[config.mk]
export PLATFORM = sky130hd
export DESIGN_NAME = gfx_fb_pixel_writer_flat
export DESIGN_NICKNAME = d
export VERILOG_FILES = /design/src/rtl/gfx_fb_pkg.sv /design/src/rtl/gfx_fb_pixel_writer_if.sv /design/src/rtl/gfx_fb_burst_buf.sv /design/src/rtl/gfx_fb_pixel_writer.sv /design/src/flat_wrapper.sv
export SDC_FILE = /design/constraint.sdc
export NUM_CORES = 1
export LEC_CHECK = 0
export BUFFER_PORTS_ARGS = -buffer_cell sky130_fd_sc_hd__buf_2
export CAP_MARGIN = 15
export CORE_MARGIN = 2
export CORE_UTILIZATION = 25
export CTS_BUF_LIST = sky130_fd_sc_hd__clkbuf_16
export DETAILED_ROUTE_END_ITERATION = 6
export PLACE_DENSITY = 0.44
export SYNTH_ARGS = -nofsm -noshare
export SYNTH_HDL_FRONTEND = slang
export SYNTH_HIERARCHICAL = 1
export SYNTH_SLANG_ARGS = --single-unit
[constraint.sdc]
create_clock -name clk -period 27.5 [get_ports clk]
set_clock_uncertainty 0.05 [all_clocks]
set_input_delay 8.25 -clock clk [delete_from_list [all_inputs] [get_ports clk]]
set_output_delay 8.25 -clock clk [all_outputs]
set_load 0.005 [all_outputs]
[src/rtl/gfx_fb_pkg.sv]
// Shared constants and state encoding for the framebuffer pixel writer.
package gfx_fb_pkg;
    localparam logic [1:0]  AXI_BURST_INCR = 2'b01;
    localparam logic [1:0]  AXI_RESP_OKAY  = 2'b00;
    localparam logic [11:0] PAGE_4K_MASK   = 12'hFFF;

    typedef enum logic [2:0] {IDLE, COLLECT, AW, W, B} wr_state_e;
endpackage

[src/rtl/gfx_fb_pixel_writer_if.sv]
// Pixel request stream plus AXI4 write channels of the framebuffer port.
interface gfx_fb_pixel_writer_if #(
    parameter int AXI_ADDR_WIDTH = 21,
    parameter int AXI_DATA_WIDTH = 16,
    parameter int AXI_ID_WIDTH   = 6,
    parameter int COLOR_WIDTH    = 4,
    parameter int H_WIDTH        = 12,
    parameter int V_WIDTH        = 12
);
    logic                        s_pix_valid;
    logic                        s_pix_ready;
    logic [H_WIDTH-1:0]          s_pix_x;
    logic [V_WIDTH-1:0]          s_pix_y;
    logic [3*COLOR_WIDTH-1:0]    s_pix_color;

    logic                        m_axi_awvalid;
    logic                        m_axi_awready;
    logic [AXI_ADDR_WIDTH-1:0]   m_axi_awaddr;
    logic [AXI_ID_WIDTH-1:0]     m_axi_awid;
    logic [7:0]                  m_axi_awlen;
    logic [2:0]                  m_axi_awsize;
    logic [1:0]                  m_axi_awburst;
    logic                        m_axi_wvalid;
    logic                        m_axi_wready;
    logic [AXI_DATA_WIDTH-1:0]   m_axi_wdata;
    logic [AXI_DATA_WIDTH/8-1:0] m_axi_wstrb;
    logic                        m_axi_wlast;
    logic                        m_axi_bvalid;
    logic [AXI_ID_WIDTH-1:0]     m_axi_bid;
    logic [1:0]                  m_axi_bresp;
    logic                        m_axi_bready;

    modport master (
        input  s_pix_valid, s_pix_x, s_pix_y, s_pix_color,
        output s_pix_ready,
        output m_axi_awvalid, m_axi_awaddr, m_axi_awid, m_axi_awlen, m_axi_awsize, m_axi_awburst,
        input  m_axi_awready,
        output m_axi_wvalid, m_axi_wdata, m_axi_wstrb, m_axi_wlast,
        input  m_axi_wready,
        input  m_axi_bvalid, m_axi_bid, m_axi_bresp,
        output m_axi_bready
    );

    modport slave (
        output s_pix_valid, s_pix_x, s_pix_y, s_pix_color,
        input  s_pix_ready,
        input  m_axi_awvalid, m_axi_awaddr, m_axi_awid, m_axi_awlen, m_axi_awsize, m_axi_awburst,
        output m_axi_awready,
        input  m_axi_wvalid, m_axi_wdata, m_axi_wstrb, m_axi_wlast,
        output m_axi_wready,
        output m_axi_bvalid, m_axi_bid, m_axi_bresp,
        input  m_axi_bready
    );
endinterface

[src/rtl/gfx_fb_burst_buf.sv]
// Pixel staging buffer for one burst: append at count, read by beat index.
module gfx_fb_burst_buf #(
    parameter int DEPTH = 16,
    parameter int DW    = 16,
    localparam int CNT_W = $clog2(DEPTH + 1),
    localparam int IDX_W = (DEPTH > 1) ? $clog2(DEPTH) : 1
) (
    input  logic             clk,
    input  logic             rst,
    input  logic             clr,
    input  logic             wr_en,
    input  logic [DW-1:0]    wr_data,
    input  logic [IDX_W-1:0] rd_idx,
    output logic [DW-1:0]    rd_data,
    output logic [CNT_W-1:0] count
);
    logic [DEPTH-1:0][DW-1:0] mem;

    always_ff @(posedge clk or posedge rst) begin
        if (rst) begin
            mem   <= '0;
            count <= '0;
        end else if (clr) begin
            count <= '0;
        end else if (wr_en && (32'(count) < DEPTH)) begin
            mem[count[IDX_W-1:0]] <= wr_data;
            count                 <= count + CNT_W'(1);
        end
    end

    assign rd_data = mem[rd_idx];
endmodule

[src/rtl/gfx_fb_pixel_writer.sv]
// Coalesces horizontally consecutive pixel writes into AXI4 INCR bursts,
// one burst outstanding at a time.
module gfx_fb_pixel_writer
    import gfx_fb_pkg::*;
#(
    parameter int AXI_ADDR_WIDTH = 21,
    parameter int AXI_DATA_WIDTH = 16,
    parameter int AXI_ID_WIDTH   = 6,
    parameter int AXI_ID         = 0,
    parameter int COLOR_WIDTH    = 4,
    parameter int H_WIDTH        = 12,
    parameter int V_WIDTH        = 12,
    parameter int H_RES          = 640,
    parameter int V_RES          = 480,
    parameter int MAX_BURST      = 16,
    parameter int IDLE_TIMEOUT   = 32
) (
    input  logic clk,
    input  logic rst,
    input  logic flush,
    output logic busy,
    output logic err,
    gfx_fb_pixel_writer_if.master bus
);
    localparam int BYTE_SHIFT = $clog2(AXI_DATA_WIDTH / 8);
    localparam int CNT_W      = $clog2(MAX_BURST + 1);
    localparam int IDX_W      = (MAX_BURST > 1) ? $clog2(MAX_BURST) : 1;
    localparam int TMO_W      = $clog2(IDLE_TIMEOUT + 1);

    wr_state_e                 state, state_nxt;
    logic [CNT_W-1:0]          count;
    logic [IDX_W-1:0]          beat;
    logic [TMO_W-1:0]          tmo;
    logic [AXI_ADDR_WIDTH-1:0] base_addr, pix_addr;
    logic [V_WIDTH-1:0]        base_y;
    logic [H_WIDTH-1:0]        last_x;
    logic [31:0]               lin_idx;
    logic [AXI_DATA_WIDTH-1:0] rd_data;
    logic in_range, appendable, pix_keep, w_fire, last_beat, buf_clr, unused_bid;

    assign lin_idx  = 32'(bus.s_pix_y) * 32'(H_RES) + 32'(bus.s_pix_x);
    assign pix_addr = AXI_ADDR_WIDTH'(lin_idx << BYTE_SHIFT);
    assign in_range = (32'(bus.s_pix_x) < 32'(H_RES)) && (32'(bus.s_pix_y) < 32'(V_RES));

    // A zero page offset means this pixel would open a new 4KB page.
    assign appendable = in_range && (bus.s_pix_y == base_y) &&
                        (bus.s_pix_x == last_x + H_WIDTH'(1)) &&
                        (32'(count) < 32'(MAX_BURST)) &&
                        ((pix_addr[11:0] & PAGE_4K_MASK) != '0);

    // Out-of-range pixels are always swallowed while collecting.
    assign bus.s_pix_ready = (state == IDLE) ||
                             (state == COLLECT && (!bus.s_pix_valid || appendable || !in_range));

    assign pix_keep  = bus.s_pix_valid && bus.s_pix_ready && in_range;
    assign w_fire    = bus.m_axi_wvalid && bus.m_axi_wready;
    assign last_beat = (CNT_W'(beat) == count - CNT_W'(1));
    assign buf_clr   = (state == B) && bus.m_axi_bvalid;

    always_ff @(posedge clk or posedge rst) begin
        if (rst) state <= IDLE;
        else     state <= state_nxt;
    end

    always_comb begin
        state_nxt         = state;
        bus.m_axi_awvalid = 1'b0;
        bus.m_axi_wvalid  = 1'b0;
        bus.m_axi_bready  = 1'b0;
        busy              = 1'b1;
        case (state)
            IDLE: begin
                busy = 1'b0;
                if (bus.s_pix_valid && in_range) state_nxt = COLLECT;
            end
            COLLECT: begin
                if ((bus.s_pix_valid && in_range && !appendable) ||
                    (count == CNT_W'(MAX_BURST)) || flush ||
                    (tmo == TMO_W'(IDLE_TIMEOUT - 1)))
                    state_nxt = AW;
            end
            AW: begin
                bus.m_axi_awvalid = 1'b1;
                if (bus.m_axi_awready) state_nxt = W;
            end
            W: begin
                bus.m_axi_wvalid = 1'b1;
                if (w_fire && last_beat) state_nxt = B;
            end
            B: begin
                bus.m_axi_bready = 1'b1;
                if (bus.m_axi_bvalid) state_nxt = IDLE;
            end
            default: state_nxt = IDLE;
        endcase
    end

    always_ff @(posedge clk or posedge rst) begin
        if (rst) begin
            base_addr <= '0;
            base_y    <= '0;
            last_x    <= '0;
            tmo       <= '0;
            beat      <= '0;
            err       <= 1'b0;
        end else begin
            if (pix_keep) begin
                last_x <= bus.s_pix_x;
                if (state == IDLE) begin
                    base_addr <= pix_addr;
                    base_y    <= bus.s_pix_y;
                end
            end
            if (state == COLLECT && !pix_keep) tmo <= tmo + TMO_W'(1);
            else                               tmo <= '0;
            if (w_fire) beat <= last_beat ? '0 : beat + IDX_W'(1);
            if (buf_clr && bus.m_axi_bresp != AXI_RESP_OKAY) err <= 1'b1;
        end
    end

    gfx_fb_burst_buf #(.DEPTH(MAX_BURST), .DW(AXI_DATA_WIDTH)) u_buf (
        .clk     (clk),
        .rst     (rst),
        .clr     (buf_clr),
        .wr_en   (pix_keep),
        .wr_data (AXI_DATA_WIDTH'(bus.s_pix_color)),
        .rd_idx  (beat),
        .rd_data (rd_data),
        .count   (count)
    );

    assign bus.m_axi_awaddr  = base_addr;
    assign bus.m_axi_awlen   = bus.m_axi_awvalid ? 8'(count - CNT_W'(1)) : 8'd0;
    assign bus.m_axi_awid    = AXI_ID_WIDTH'(AXI_ID);
    assign bus.m_axi_awsize  = 3'(BYTE_SHIFT);
    assign bus.m_axi_awburst = AXI_BURST_INCR;
    assign bus.m_axi_wdata   = rd_data;
    assign bus.m_axi_wstrb   = '1;
    assign bus.m_axi_wlast   = bus.m_axi_wvalid && last_beat;
    assign unused_bid        = ^bus.m_axi_bid;
endmodule
[src/flat_wrapper.sv]
// flat-port wrapper written by rule: the top's interface ports become plain ports
module gfx_fb_pixel_writer_flat import gfx_fb_pkg::*;
#(
    parameter int AXI_ADDR_WIDTH = 21,
    parameter int AXI_DATA_WIDTH = 16,
    parameter int AXI_ID_WIDTH   = 6,
    parameter int AXI_ID         = 0,
    parameter int COLOR_WIDTH    = 4,
    parameter int H_WIDTH        = 12,
    parameter int V_WIDTH        = 12,
    parameter int H_RES          = 640,
    parameter int V_RES          = 480,
    parameter int MAX_BURST      = 16,
    parameter int IDLE_TIMEOUT   = 32
)
  (clk, rst, flush, busy, err, bus_s_pix_valid, bus_s_pix_x, bus_s_pix_y, bus_s_pix_color, bus_s_pix_ready, bus_m_axi_awvalid, bus_m_axi_awaddr, bus_m_axi_awid, bus_m_axi_awlen, bus_m_axi_awsize, bus_m_axi_awburst, bus_m_axi_awready, bus_m_axi_wvalid, bus_m_axi_wdata, bus_m_axi_wstrb, bus_m_axi_wlast, bus_m_axi_wready, bus_m_axi_bvalid, bus_m_axi_bid, bus_m_axi_bresp, bus_m_axi_bready);
  gfx_fb_pixel_writer_if #(.AXI_ADDR_WIDTH(AXI_ADDR_WIDTH), .AXI_DATA_WIDTH(AXI_DATA_WIDTH), .AXI_ID_WIDTH(AXI_ID_WIDTH), .COLOR_WIDTH(COLOR_WIDTH), .H_WIDTH(H_WIDTH), .V_WIDTH(V_WIDTH)) bus_i ();
  input  logic clk;
  input  logic rst;
  input  logic flush;
  output logic busy;
  output logic err;
  input wire logic [$bits(bus_i.s_pix_valid)-1:0] bus_s_pix_valid;
  input wire logic [$bits(bus_i.s_pix_x)-1:0] bus_s_pix_x;
  input wire logic [$bits(bus_i.s_pix_y)-1:0] bus_s_pix_y;
  input wire logic [$bits(bus_i.s_pix_color)-1:0] bus_s_pix_color;
  output wire logic [$bits(bus_i.s_pix_ready)-1:0] bus_s_pix_ready;
  output wire logic [$bits(bus_i.m_axi_awvalid)-1:0] bus_m_axi_awvalid;
  output wire logic [$bits(bus_i.m_axi_awaddr)-1:0] bus_m_axi_awaddr;
  output wire logic [$bits(bus_i.m_axi_awid)-1:0] bus_m_axi_awid;
  output wire logic [$bits(bus_i.m_axi_awlen)-1:0] bus_m_axi_awlen;
  output wire logic [$bits(bus_i.m_axi_awsize)-1:0] bus_m_axi_awsize;
  output wire logic [$bits(bus_i.m_axi_awburst)-1:0] bus_m_axi_awburst;
  input wire logic [$bits(bus_i.m_axi_awready)-1:0] bus_m_axi_awready;
  output wire logic [$bits(bus_i.m_axi_wvalid)-1:0] bus_m_axi_wvalid;
  output wire logic [$bits(bus_i.m_axi_wdata)-1:0] bus_m_axi_wdata;
  output wire logic [$bits(bus_i.m_axi_wstrb)-1:0] bus_m_axi_wstrb;
  output wire logic [$bits(bus_i.m_axi_wlast)-1:0] bus_m_axi_wlast;
  input wire logic [$bits(bus_i.m_axi_wready)-1:0] bus_m_axi_wready;
  input wire logic [$bits(bus_i.m_axi_bvalid)-1:0] bus_m_axi_bvalid;
  input wire logic [$bits(bus_i.m_axi_bid)-1:0] bus_m_axi_bid;
  input wire logic [$bits(bus_i.m_axi_bresp)-1:0] bus_m_axi_bresp;
  output wire logic [$bits(bus_i.m_axi_bready)-1:0] bus_m_axi_bready;
  assign bus_i.s_pix_valid = bus_s_pix_valid;
  assign bus_i.s_pix_x = bus_s_pix_x;
  assign bus_i.s_pix_y = bus_s_pix_y;
  assign bus_i.s_pix_color = bus_s_pix_color;
  assign bus_s_pix_ready = bus_i.s_pix_ready;
  assign bus_m_axi_awvalid = bus_i.m_axi_awvalid;
  assign bus_m_axi_awaddr = bus_i.m_axi_awaddr;
  assign bus_m_axi_awid = bus_i.m_axi_awid;
  assign bus_m_axi_awlen = bus_i.m_axi_awlen;
  assign bus_m_axi_awsize = bus_i.m_axi_awsize;
  assign bus_m_axi_awburst = bus_i.m_axi_awburst;
  assign bus_i.m_axi_awready = bus_m_axi_awready;
  assign bus_m_axi_wvalid = bus_i.m_axi_wvalid;
  assign bus_m_axi_wdata = bus_i.m_axi_wdata;
  assign bus_m_axi_wstrb = bus_i.m_axi_wstrb;
  assign bus_m_axi_wlast = bus_i.m_axi_wlast;
  assign bus_i.m_axi_wready = bus_m_axi_wready;
  assign bus_i.m_axi_bvalid = bus_m_axi_bvalid;
  assign bus_i.m_axi_bid = bus_m_axi_bid;
  assign bus_i.m_axi_bresp = bus_m_axi_bresp;
  assign bus_m_axi_bready = bus_i.m_axi_bready;
  gfx_fb_pixel_writer #(.AXI_ADDR_WIDTH(AXI_ADDR_WIDTH), .AXI_DATA_WIDTH(AXI_DATA_WIDTH), .AXI_ID_WIDTH(AXI_ID_WIDTH), .AXI_ID(AXI_ID), .COLOR_WIDTH(COLOR_WIDTH), .H_WIDTH(H_WIDTH), .V_WIDTH(V_WIDTH), .H_RES(H_RES), .V_RES(V_RES), .MAX_BURST(MAX_BURST), .IDLE_TIMEOUT(IDLE_TIMEOUT)) u_core (.clk(clk), .rst(rst), .flush(flush), .busy(busy), .err(err), .bus(bus_i));
endmodule
==> out/qor.yml, run 1 <==
post_dp_cell_area_um2: 17600
crit_type: "input port to output port"
synth.largest_area_cell: "dfrtp_1"
fin_area_um2: 18800
cp_data_arrival_time_ns: 10.52
n_antenna_cell: 0
numCtsBuffers: 40
yosys_warnings: 6
timing.rr.start: "u_core/last_x[0]"
nNetsFinal: 1358
power-per-cell-area_nw_per_um2: 65.5
root_buffer: "clkbuf_16"
grt_remaining_overflow: 0
fin_crit_sh: 0.684
post_cts_buffers: 0
io-pin-count: 116
place_inst: 2086
yosys_register_bits: 319
avgRoutedWirePerCell_um: 19.4
synth_area_leaders: "dfrtp_1 (49%), mux2_2 (16%), mux4_2 (8.8%)"
grt_pass1_wl_um: 64900
hold_violations: 0
crit_required_ns: 19.20
worst-r2r-cell-count: 12
die_w_um: 260
area_delta_synth_final_pct: 15.0
vdd_drop_max_mv: 0.0393
core_area_um2: 64600
grt_usage: 0.126
drv_cap: 0
dr.pass1.iters: 4
rows: 93
post_cts_resized: 0
cts_buffer_depth: 3
cts_max_level: 2
max_stage_delay_ns: 0.47
clk_pin_slew_worst_paths_ns: 0.05
synth.top_cell.area_share: 0.489
reg2reg_slack_ns: 23.26
path_common_cell: "buf_2"
power_w: 0.00123
die_h_um: 260
numPortBuffers: 95
path_max_fanout: 6
min_period_ns: 18.82
wirelength_um: 41900
vias: 9821
gp_congestion: 0.759
crit_start: "bus_s_pix_x[7]"
numClockSinks: 319
critPathCaptureType: "output port"
syn_inst: 1166
cts_hold_buf: 0
synth_area_um2: 16300
tns_ns: 0
grt_max_degree: 144
async_flop_share: 1.00
worstSetupEndpoint: "bus_s_pix_ready"
setup_viol: 0
grt_pass1_vias: 10315
drtIter0Drc: 612
r2r_end: "u_core/u_buf/mem[235]"
synth_edf_count: 0
ys_seq_area_frac: 0.489
ant_nets: 0
drc: 0
worst_slew_pin_slew_ns: 1.14
rsz0062_at_grt: "false"
synth_cell_types: 69
fmax_mhz: 53.1
start_util: 0.253
fin_cells: 2156
relSlewSlack: 0.234
cellLeakagePower_nw: 9.09
crit_path_cell_trace: "buf_2, ha_1, fa_1, or4_1, nor3_1, o2111ai_1, nand3_1, nor4_4, o31a_1, buf_2"
ys.flop_type: "dfrtp_1"
cts_tree: "yes"
die_area_um2: 67400
hold_class: "flip-flop to flip-flop"
cp-start-kind: "input port"
cpMaxStageDelayCell: "fa_1"
syn-mean-instance-area_um2: 14.0
place_hpwl_um: 25400
drv_slew: 0
status: "finished, final reports clean"
viasPerCell: 4.56
insertion_delay_ns: 0.57
antenna_found_initial: 1
layout-drive-gt1-share: 0.417
-- layout by cell type, fill, tap and decap left out, types with 4 or more instances in the layout --
cell type	count
o31ai_1	5
inv_1	30
xor2_1	31
nor3_1	12
nor2_1	21
nor4_1	10
nand3_1	19
ha_1	32
nand2b_1	6
nand2_1	49
a22oi_1	32
buf_2	95
clkinv_1	4
nand2_2	10
nand4_1	4
a21o_1	6
clkinv_2	10
o21ai_0	18
and2_1	10
mux4_2	64
mux2_4	60
clkbuf_16	40
xnor2_1	19
a211o_1	4
buf_4	13
conb_1	42
a21oi_1	13
and3_1	15
dfrtp_1	317
o31a_1	4
mux2_2	225
o21a_1	5
nor2b_1	9
-- cells by family (layout without fill, tap and decap cells) --
group,Yosys count,count (layout),synth area share
xor+xnor,50,50,0.0268
mux,351,351,0.300
simple gates,194,194,0.0674
buf+inv,105,200,0.0412
flops,319,319,0.489
fa+ha+maj,34,34,0.0270
compound gates,111,111,0.0489
other cells,2,42,0.000460
-- area by class of cell --
type                    count  area (um^2)
fillers                  6557        45800
flip-flops and latches    319         7990
multi-input cells         782         7850
well taps                 855         1070
clock buffers              40         1000
repair buffers            108          573
clock inverters            30          215
inverters                  22         90.1
-- Yosys cell counts (5+ instances only) --
cell type / n
nand3_1: 20
mux2_2: 225
nor4_1: 10
inv_1: 21
buf_12: 6
dfrtp_1: 319
o21a_1: 5
nor3_1: 12
nand2b_1: 6
o21ai_0: 18
nor2b_1: 11
buf_4: 23
and2_1: 10
nand2_2: 10
o31ai_1: 5
and3_1: 15
mux4_2: 64
xnor2_1: 19
a21oi_1: 13
clkbuf_1: 27
buf_2: 14
ha_1: 32
a22oi_1: 32
mux2_4: 60
buf_6: 9
xor2_1: 31
nor2_1: 22
a21o_1: 6
nand2_1: 49
-- registers in the layout (all words and copies together), names as in the netlist --
name,count
u_core/beat,4
u_core/last_x,12
u_core/state,3
u_core/u_buf/mem,256
u_core/bus.m_axi_awaddr,20
u_core/err,1
u_core/base_y,12
u_core/tmo,6
u_core/u_buf/count,5
-- how the worst min path moves through the flow --
stage / start / end / cells after the start
after global placement: u_core/err / u_core/err / 1
after detailed placement: u_core/err / u_core/err / 1
after floorplan: u_core/tmo[0] / u_core/tmo[0] / 1
final: u_core/err / u_core/err / 1
after CTS: u_core/err / u_core/err / 1
after global routing: u_core/err / u_core/err / 1
-- power by group --
part           internal [W]  switching [W]
logic             0.0000891       0.000122
clock network      0.000276       0.000215
registers          0.000489      0.0000392
total              0.000854       0.000377
-- layer usage --
metal,wire (um),vias up,track usage
met4,1040,0,0.0385
met5,0,-,0
met2,20500,151,0.212
met1,18800,5134,0.164
met3,1590,66,0.0251
li1,-,4470,-
-- worst max-delay path, delay by kind of cell --
family	cells	cell delay (ns)
buffers and inverters	2	0.28
and+or+nand+nor	4	0.83
AOI/OAI and AO/OA	2	0.44
adders and majority gates	2	0.71
-- per-stage QoR --
stage | setup slack [ns] | hold slack, ns | utilization
2_1_floorplan | 9.23 | 0.388 | -
3_3_place_gp | 8.64 | 0.398 | 0.272
3_5_place_dp | 8.64 | 0.408 | 0.272
4_1_cts | 8.64 | 0.422 | 0.291
5_1_grt | 8.53 | 0.438 | 0.291
6_report | 8.68 | 0.415 | 0.291
Note: power is estimated with default switching activity, not from simulation.
==> run 2, diff against run 1 <==
- ABC_AREA: default -> 1
- PLACE_DENSITY: 0.44 -> 0.45
- clock period: 27.5 -> 15.1 ns (I/O delays scaled with it)
==> out/qor.yml, run 2 <==
status: "finished, final reports clean"
cts_tree: "yes"
antenna_found_initial: 3
core_area_um2: 66100
hold_class: "flip-flop to flip-flop"
path_max_fanout: 12
synth.largest_area_cell: "dfrtp_1"
crit_type: "input port to output port"
syn-mean-instance-area_um2: 7.36
synth.top_cell.area_share: 0.476
synth_area_leaders: "dfrtp_1 (48%), nand2_1 (18%), nand3_1 (7.3%)"
hold_violations: 0
min_period_ns: 11.28
routed.top_layer: "met4"
wl_met1_um: 24200
met3WireLength_um: 1950
root_buffer: "clkbuf_16"
cts_buffer_depth: 3
vdd_drop_max_mv: 0.0834
fin_util: 0.294
yosys_warnings: 6
tns_ns: 0
setup_viol: 0
insertion_delay_ns: 0.56
fin_crit_sh: 0.747
drv_cap: 0
grt_remaining_overflow: 0
worst_slew_pin_slew_ns: 1.12
n_antenna_cell: 0
layout_commonest_cell: "nand2_1"
post_cts_resized: 0
die_w_um: 263
drc: 0
post_cts_buffers: 0
cts_hold_buf: 0
numPortBuffers: 95
start_util: 0.254
nNetsFinal: 2440
synth_edf_count: 0
top_register: "u_core/u_buf/mem"
grt_usage: 0.152
rows: 94
ys.flop_type: "dfrtp_1"
dr_wl_met2_um: 24700
crit_required_ns: 10.52
rsz0062_at_grt: "false"
power_w: 0.00277
async_flop_share: 1.00
power-per-cell-area_nw_per_um2: 142
final_cell_mix: "nand2_1 (784), inv_1 (324), dfrtp_1 (317)"
cp_data_arrival_time_ns: 6.70
cts_max_level: 2
wirelength_um: 52200
layout-drive-gt1-share: 0.0847
gp_congestion: 0.808
ant_nets: 0
seqCellArea_um2: 7990
grt_max_degree: 179
cp-start-kind: "input port"
fmax_mhz: 88.7
synthMostInstantiatedCell: "nand2_1"
clk_pin_slew_worst_paths_ns: 0.05
nFillCells: 7212
area_delta_synth_final_pct: 16.0
largest_reg_flops: 256
place_hpwl_um: 30600
grt_pass1_wl_um: 82700
drv_slew: 0
die_h_um: 263
yosys_register_bits: 319
synth_cell_types: 38
numCtsBuffers: 41
relSlewSlack: 0.247
hold_ws_ns: 0.407
multiInputGateArea_um2: 7180
critPathCaptureType: "output port"
io-pin-count: 116
syn_inst: 2280
drtIter0Drc: 929
viasPerCell: 4.45
ys_seq_area_frac: 0.476
dr.pass1.iters: 5
synth_common_cells: "nand2_1 (784), dfrtp_1 (319), inv_1 (314)"
grt_pass1_vias: 14167
cellLeakagePower_nw: 9.65
numClockSinks: 319
vias: 14462
synth_area_um2: 16800
die_area_um2: 69200
avgRoutedWirePerCell_um: 16.1
==> run 2: area by class of cell <==
type | instances | area share
clock buffers | 42 | 0.0540
clock inverters | 30 | 0.0135
inverters | 320 | 0.0623
multi-input cells | 1555 | 0.369
flip-flops and latches | 319 | 0.410
well taps | 864 | 0.0556
repair buffers | 118 | 0.0350
==> run 2: power breakdown <==
| part | leakage (nW) | switching [W] | total (W) | internal, W |
|---|---|---|---|---|
| Combinational | 5.08 | 0.000605 | 0.000851 | 0.000246 |
| Sequential | 3.88 | 0.0000479 | 0.000954 | 0.000906 |
| Clock | 0.689 | 0.000390 | 0.000962 | 0.000572 |
==> run 2: kinds of logic after synthesis <==
logic type | Yosys count | share of synthesized area
flops | 319 | 0.476
xor+xnor | 27 | 0.0141
fa+ha+maj | 34 | 0.0263
other cells | 2 | 0.000448
compound gates | 317 | 0.0955
buf+inv | 446 | 0.106
simple gates | 1135 | 0.282
==> run 2: path summary, 6_finish.rpt <==
path	startpoint	endpoint	slack, ns	cells after the start
max in group asynchronous	rst	u_core/u_buf/mem[12]	9.45	3
min in group asynchronous	rst	u_core/beat[3]	3.90	2
setup reg to reg	u_core/last_x[0]	u_core/u_buf/mem[23]	10.69	17
hold / removal	u_core/err	u_core/err	0.41	2
hold reg to reg	u_core/err	u_core/err	0.41	2
setup / recovery	bus_s_pix_y[1]	bus_s_pix_ready	3.82	14
==> run 2: routing by layer <==
metal	GRT usage	up-vias
li1	-	7239
met1	0.200	6881
met2	0.258	266
met3	0.0212	76
met4	0.0440	0
met5	0	-
==> run 2: critical path, cell delays in order <==
cell      delay [ns]
buf_2           0.13
ha_1            0.29
ha_1            0.30
ha_1            0.32
nand3b_1        0.12
nand2_1         0.08
nand2_1         0.08
nand2_1         0.05
nor2_1          0.11
nand3_1         0.11
nand2_1         0.10
nand2_1         0.07
nand2_2         0.22
buf_2           0.16
==> run 2: through the flow <==
stage          cells  cell area [um^2]  worst slack [ns]
2_1_floorplan   2320             16900              3.34
3_3_place_gp    3175             18100              3.81
3_5_place_dp    3175             18100              3.82
4_1_cts         3247             19400              3.81
5_1_grt         3248             19500              3.66
6_report        3248             19500              3.82
==> run 3, diff against run 2 <==
- PLACE_DENSITY: 0.45 -> 0.44
- clock period: 15.1 -> 11.1 ns (I/O delays scaled with it)
==> out/qor.yml, run 3 (synthesis gave the netlist of run 2 again) <==
fmax_mhz: 112
hold_violations: 0
hold_class: "flip-flop to flip-flop"
power-per-cell-area_nw_per_um2: 189
start_util: 0.254
drv_slew: 0
final_cell_mix: "nand2_1 (784), inv_1 (323), dfrtp_1 (317)"
clkPwrFrac: 0.324
dpl_worst_slack_ns: 2.20
critPathTopFamily: "adder cells"
top_register: "u_core/u_buf/mem"
fin_util: 0.292
rows: 94
crit_required_ns: 7.72
crit_path_cell_trace: "buf_2, ha_1, ha_1, ha_1, nand3b_1, nand2_1, nand2_1, nand2_1, nor2_1, nand3_1, nand2_1, nand2_1, nand2_2, buf_2"
power.share.sequential: 0.360
drv_cap: 0
r2r_end: "u_core/u_buf/mem[195]"
viasPerCell: 4.46
wirelength_um: 52000
avgRoutedWirePerCell_um: 16.0
clk_pin_slew_worst_paths_ns: 0.05
layout-drive-gt1-share: 0.0819
min_path_cells: 2
place_hpwl_um: 31200
gp_congestion: 0.834
die_w_um: 263
core_area_um2: 66100
power_w: 0.00366
ant_nets: 0
setup_viol: 0
numCtsBuffers: 40
reg2reg_slack_ns: 6.69
hold_path_end: "u_core/err"
cts_tree: "yes"
largest_reg_flops: 256
relSlewSlack: 0.284
die_h_um: 263
cpMaxStageDelayCell: "ha_1"
numClockSinks: 319
power.switching_w: 0.00143
numPortBuffers: 95
critPathCaptureType: "output port"
io-pin-count: 116
post_dp_cell_area_um2: 18100
die_area_um2: 69200
fin_area_um2: 19300
post_cts_resized: 0
nFillCells: 7170
cts_buffer_depth: 3
p_sw_frac: 0.392
fin_crit_sh: 0.802
max_stage_delay_ns: 0.33
root_buffer: "clkbuf_16"
insertion_delay_ns: 0.57
min_period_ns: 8.90
post_cts_buffers: 0
vias: 14479
grt_pass1_vias: 13996
dr.pass1.iters: 5
nNetsFinal: 2440
grt_pass1_wl_um: 81300
grt_max_degree: 181
timing.final.ws_setup_ns: 2.20
crit_buf_inv: 2
hp-start: "u_core/err"
intPower_w: 0.00222
cts_hold_buf: 0
area_delta_synth_final_pct: 15.2
path_common_cell: "nand2_1"
drtIter0Drc: 962
cp-start-kind: "input port"
timing.rr.start: "u_core/last_x[0]"
drc: 0
antenna_found_initial: 5
p_comb_frac: 0.316
layout_commonest_cell: "nand2_1"
grt_remaining_overflow: 0
rsz0062_at_grt: "false"
worst-r2r-cell-count: 17
worst_slew_pin_slew_ns: 1.07
cts_max_level: 2
cellLeakagePower_nw: 9.58
status: "finished, final reports clean"
vdd_drop_max_mv: 0.113
tns_ns: 0
path_max_fanout: 12
crit_type: "input port to output port"
grt_usage: 0.149
cp_data_arrival_time_ns: 5.52
==> run 3: cell count changes in the layout (fill, tap and decap cells not counted), moves of 2 or more <==
cell,before,now
bufinv_16,4,0
clkbuf_16,42,40
clkinv_1,6,11
clkinv_4,2,0
diode_2,0,2
==> run 3: area by class of cell <==
type                    instances  area (um^2)  area share
inverters                     320         1210      0.0627
flip-flops and latches        319         7990       0.413
clock buffers                  40         1000      0.0518
clock inverters                29          168     0.00868
well taps                     864         1080      0.0559
multi-input cells            1555         7180       0.372
repair buffers                119          688      0.0356
diodes                          2         5.00    0.000259
==> run 3: worst max path at each step <==
stage / from / endpoint / slack (ns) / depth (start not counted)
global placement: bus_s_pix_y[1] / bus_s_pix_ready / 2.22 / 14
floorplan: rst / u_core/u_buf/count[0] / 0.54 / 1
global route: bus_s_pix_y[1] / bus_s_pix_ready / 2.05 / 14
finish: bus_s_pix_y[1] / bus_s_pix_ready / 2.20 / 14
detailed placement: bus_s_pix_y[1] / bus_s_pix_ready / 2.20 / 14
CTS: bus_s_pix_y[1] / bus_s_pix_ready / 2.20 / 14
==> run 3: metal layers <==
layer	track usage	share of wire	vias up
met4	0.0409	0.021	2
met2	0.257	0.48	272
met5	0	0.00019	-
met1	0.194	0.46	6893
met3	0.0243	0.041	74
li1	-	-	7238
==> run 3: power by group through the flow <==
stage                     combinational, W  sequential (W)  clock, W
after global routing               0.00128         0.00133   0.00127
after CTS                          0.00117         0.00132   0.00123
after global placement             0.00116         0.00134         0
after detailed placement           0.00117         0.00134         0
after floorplan                   0.000740         0.00130         0
final                              0.00115         0.00132   0.00119
==> run 3: worst reg2reg max path, cell delays in order, from the launching register on <==
cell     delay (ns)
dfrtp_1        0.44
ha_1           0.24
nand2_1        0.09
nor2_1         0.24
nand2_1        0.11
nand3_1        0.09
nand2_1        0.06
nor3_2         0.16
nand3_1        0.12
nand2_1        0.10
nand2_1        0.07
nand2_2        0.23
nand2_2        0.22
inv_1          0.23
nand2_1        0.15
nor2_4         0.33
nand4_2        0.86
o21ai_0        0.49
==> run 3: per-stage QoR <==
step                      cells  hold WS [ns]
after global routing       3248         0.446
final                      3248         0.408
after global placement     3176         0.392
after floorplan            2320         0.383
after detailed placement   3176         0.399
after CTS                  3245         0.413
